## config.mk

```make
export PLATFORM = sky130hd
export DESIGN_NAME = rca_modport
export DESIGN_NICKNAME = d
export VERILOG_FILES = /design/src/rtl/rca_pkg.sv /design/src/rtl/rca_full_adder.sv /design/src/rtl/rca_modport.sv
export SDC_FILE = /design/constraint.sdc
export NUM_CORES = 1
export LEC_CHECK = 0
export BUFFER_PORTS_ARGS = -buffer_cell sky130_fd_sc_hd__buf_2
export CORE_AREA = 2 2 39 41
export CTS_CLUSTER_DIAMETER = 100
export DETAILED_ROUTE_END_ITERATION = 12
export DIE_AREA = 0 0 41 43
export GPL_TIMING_DRIVEN = 0
export SYNTH_ARGS = -nofsm -noshare
export SYNTH_HDL_FRONTEND = slang
export SYNTH_SLANG_ARGS = --single-unit
```

## constraint.sdc

```tcl
create_clock -name clk -period 1.3 [get_ports clk]
set_input_delay 0.195 -clock clk [delete_from_list [all_inputs] [get_ports clk]]
set_output_delay 0.195 -clock clk [all_outputs]
set_load 0.05 [all_outputs]
```

## src/rtl/rca_pkg.sv

```systemverilog
`default_nettype none
// ============================================================================
// Module      : rca_pkg
// Description : Shared constants and types for the ripple-carry adder slice.
// Revision    : 1.0 - initial release
// ============================================================================
package rca_pkg;

    localparam int RCA_N_DEF = 2;

    // Result at the default width. Other widths declare the same layout locally.
    typedef struct packed {
        logic                 cout;
        logic [RCA_N_DEF-1:0] sum;
    } rca_result_def_t;

endpackage : rca_pkg
`default_nettype wire

```

## src/rtl/rca_full_adder.sv

```systemverilog
`default_nettype none
// ============================================================================
// Module      : rca_full_adder
// Description : One-bit full-adder cell, the building block of the carry chain.
// Revision    : 1.0 - initial release
// ============================================================================
module rca_full_adder (
    input  logic a,
    input  logic b,
    input  logic cin,
    output logic s,
    output logic cout
);

    logic half_sum;

    assign half_sum = a ^ b;
    assign s        = half_sum ^ cin;
    assign cout     = (a & b) | (cin & half_sum);

endmodule : rca_full_adder
`default_nettype wire

```

## src/rtl/rca_modport.sv

```systemverilog
`default_nettype none
// ============================================================================
// Module      : rca_modport
// Description : N-bit ripple-carry adder with a registered {Cout, SUM} result.
//               Define RCA_SVA_EN to compile the simulation-only assertions.
// Revision    : 1.0 - initial release
// ============================================================================
module rca_modport
    import rca_pkg::*;
#(
    parameter int N = RCA_N_DEF
) (
    input  logic         clk,
    input  logic         rst,
    input  logic         in_valid,
    input  logic [N-1:0] A,
    input  logic [N-1:0] B,
    input  logic         Cin,
    output logic         out_valid,
    output logic [N-1:0] SUM,
    output logic         Cout
);

    typedef struct packed {
        logic         cout;
        logic [N-1:0] sum;
    } rca_result_t;

    logic [N:0]   carry;
    logic [N-1:0] sum_comb;

    assign carry[0] = Cin;

    generate
        for (genvar i = 0; i < N; i++) begin : g_bit
            rca_full_adder u_fa (
                .a    (A[i]),
                .b    (B[i]),
                .cin  (carry[i]),
                .s    (sum_comb[i]),
                .cout (carry[i+1])
            );
        end
    endgenerate

    rca_result_t result_d, result_q;
    logic        valid_d, valid_q;

    // The result register only loads on valid input so idle cycles hold it.
    always_comb begin
        result_d = result_q;
        valid_d  = 1'b0;
        if (in_valid) begin
            result_d.sum  = sum_comb;
            result_d.cout = carry[N];
            valid_d       = 1'b1;
        end
    end

    always_ff @(posedge clk) begin
        if (rst) begin
            result_q <= '0;
            valid_q  <= 1'b0;
        end else begin
            result_q <= result_d;
            valid_q  <= valid_d;
        end
    end

    assign out_valid = valid_q;
    assign SUM       = result_q.sum;
    assign Cout      = result_q.cout;

`ifdef RCA_SVA_EN
    a_arith : assert property (@(posedge clk)
        $past(in_valid && !rst) |->
            {Cout, SUM} == $past({1'b0, A} + {1'b0, B} + {{N{1'b0}}, Cin}));

    a_reset : assert property (@(posedge clk)
        $past(rst) |-> (!out_valid && SUM == '0 && !Cout));

    a_hold : assert property (@(posedge clk)
        $past(!in_valid && !rst) |-> ($stable(SUM) && $stable(Cout)));

    a_no_x : assert property (@(posedge clk)
        out_valid |-> !$isunknown({Cout, SUM}));
`endif

endmodule : rca_modport
`default_nettype wire

```

==> impl_summary.txt <==
----------------------------------------------------
[Placement]
  Number of buffer cells added on primary ports ... 11
  Post-place instance area ... 256 um2
  Gpl congestion ... 0.535

[Drt]
  Wire length on met1 ... 167 um
  DR vias ... 158
  Top layer in use ... met3
  Remaining design rule violation count ... 0
  Vias per cell ... 3.29
  WL final ... 399 um
  Count of routing violations after the opening detailed-route iteration ... 0
  Met2 Routed Length ... 187 um
  Routed length on met3 ... 44 um
  Routed len/inst ... 8.31 um
  Count of nets left with antenna violations after detail routing ... 0
  Drt pass-1 iters ... 1

[Layout]
  Post-Layout Inst Area ... 284 um2
  # diodes ... 0
  Most frequent cells in the layout ... buf_2 (11), inv_1 (5), dfxtp_1 (4)
  Total Nets Final ... 44
  Area grow syn2layout ... 58.7%
  Most common cell after layout, fill and taps aside ... buf_2
  Proportion of layout cells with a drive suffix above 1 ... 0.500

[Clock tree]
  Clock latency reported for the late side of the worst-skew pair ... 0.23 ns
  CTS Hold Bufs ... 0
  Clk Tree Root Cell ... clkbuf_4
  CTS buffer count ... 3
  Largest buffer count on any clock path ... 2
  CTS tree ... built
  Total number of clock tree sinks ... 4
  Clock H-tree levels ... 1
  Clock slew seen by the registers of the worst setup and hold paths ... 0.04 ns

[Global routing]
  Largest net degree at the start of global routing ... 8
  Vias in the first global route ... 152
  Initial antenna violation count ... 0
  Global-route wire length before repair ... 579 um
  Tot GR Track Use ... 0.0593
  Total grt overflow ... 0

[Synth]
  Count of synthesis-stage warnings from yosys ... 0
  Portion of the post-synthesis area used by sequential elements ... 0.448
  Most area-hungry cell type in the Yosys netlist ... dfxtp_1
  Number of cells produced by synthesis ... 18
  Total nets after synthesis ... 28
  Number of different library cells in the post-synthesis netlist ... 6
  Top cells by area, synth ... dfxtp_1 (45%), fa_1 (22%), a211oi_1 (13%)
  Synth top area share ... 0.448
  Cell area after synthesis ... 179 um2
  Syn_area_per_cell ... 9.94 um2
  Number of register bits inferred by synthesis ... 4

[Timing]
  Final period demand of the worst path ... 1.25 ns
  Fmax ... 0.800 GHz
  WHS ... 0.188 ns
  Setup repair after global routing missed its margin ... no
  Final Skew ... 0 ns
  Final critical-path share of the clock period ... 0.961
  Final setup violation count ... 0
  Max-slew headroom at the worst pin ... 0.835
  Count of final max-slew check failures ... 0
  Number of hold violations in the final report ... 0
  Worst-Margin Slew ... 0.249 ns

[Floorplanning]
  Chip width ... 41 um
  Initial core utilization ... 0.129
  Vertical die dimension ... 43 um
  Standard-cell row count ... 14
  Full die area ... 1760 um2
  Core Footprint ... 1380 um2
  Total I/O pin count ... 12

[Worst hold path]
  Hold path start ... rst
  Hold crit path type ... primary input to flop
  Hold-critical path depth ... 2

[Setup path]
  Largest driver fanout on the critical path ... 1
  Data required, critical path ... 1.44 ns
  Reg-to-Reg Start ... SUM[0]$_SDFFE_PP0P_
  Worst setup path startpoint ... A[0]
  Worst Path Arrival ... 1.39 ns
  Critical Setup Path Class ... primary input to flop
  Worst Setup End Kind ... flop
  Element type at the critical path start ... primary input
  Depth of the worst register-to-register path ... 2

[Power and ir drop]
  Peak VDD IR ... 0.207 mV
  Total power per unit cell area ... 1330 nW/um2
  Leakage power total ... 0.000146 uW

[Status]
  Outcome ... completed

[Flow run]
  Number of maximum-capacitance violations ... 0

----------------------------------------------------
-- final cells by class --
| class | instances | area, um2 |
|---|---|---|
| timing repair buffer | 11 | 55.1 |
| multi-input combinational | 9 | 87.6 |
| fill | 156 | 1100 |
| clock buffer | 3 | 22.5 |
| sequential | 4 | 80.1 |
| inverter | 5 | 18.8 |
| tap | 16 | 20.0 |
-- per-stage QoR --
stage	setup slack [ns]	cells	utilization	setup TNS [ns]	total power, uW
floorplan	0.00854	18	-	0	195
global placement	-0.122	45	0.185	-0.204	223
detailed placement	-0.172	45	0.185	-0.271	225
CTS	0.0233	48	0.202	0	384
global route	0.00782	48	0.205	0	411
finish	0.0505	48	0.205	0	377
-- power breakdown --
part | switching, uW | internal (uW)
Clock | 46.7 | 103
Combinational | 61.0 | 29.5
Sequential | 3.63 | 133
Total | 111 | 266
-- path summary, 6_finish.rpt --
kind                           to  slack, ns
max           SUM[1]$_SDFFE_PP0P_       0.05
min          out_valid$_SDFF_PP0_       0.19
max reg2reg   SUM[0]$_SDFFE_PP0P_       0.67
min reg2reg   SUM[0]$_SDFFE_PP0P_       0.48
-- state kept, by name, indices dropped and copies added, names as in the netlist --
signal / flops
Cout: 1
SUM: 2
out_valid: 1
-- kinds of logic after synthesis --
logic type / after synthesis / share of synthesized area
AO/OA/AOI/OAI: 3 / 0.126
adder cells (fa/ha/maj): 2 / 0.224
buffers and inverters: 5 / 0.105
flip-flops: 4 / 0.448
AND/OR/NAND/NOR: 4 / 0.0979
-- Yosys cell counts (all sizes together) --
cell / number
nor2: 3
fa: 2
dfxtp: 4
a211oi: 3
nor2b: 1
inv: 5
-- worst max-delay path, stage by stage --
cell      delay, ns
buf_2          0.08
inv_1          0.05
fa_2           0.38
fa_1           0.48
a211oi_2       0.21
-- timing repair --
action | in CTS | in global routing
setup endpoints to repair | 0 | 1
gates resized for setup | 0 | 1
hold endpoints to repair | 0 | 0
setup buffers | 0 | 0
-- metal layers --
layer  track usage  up-vias
met5             0        -
met2        0.0625       11
li1              -       83
met3             0        0
met1        0.0677       64
met4         0.120        0
Note: power is estimated with default switching activity, not from simulation.
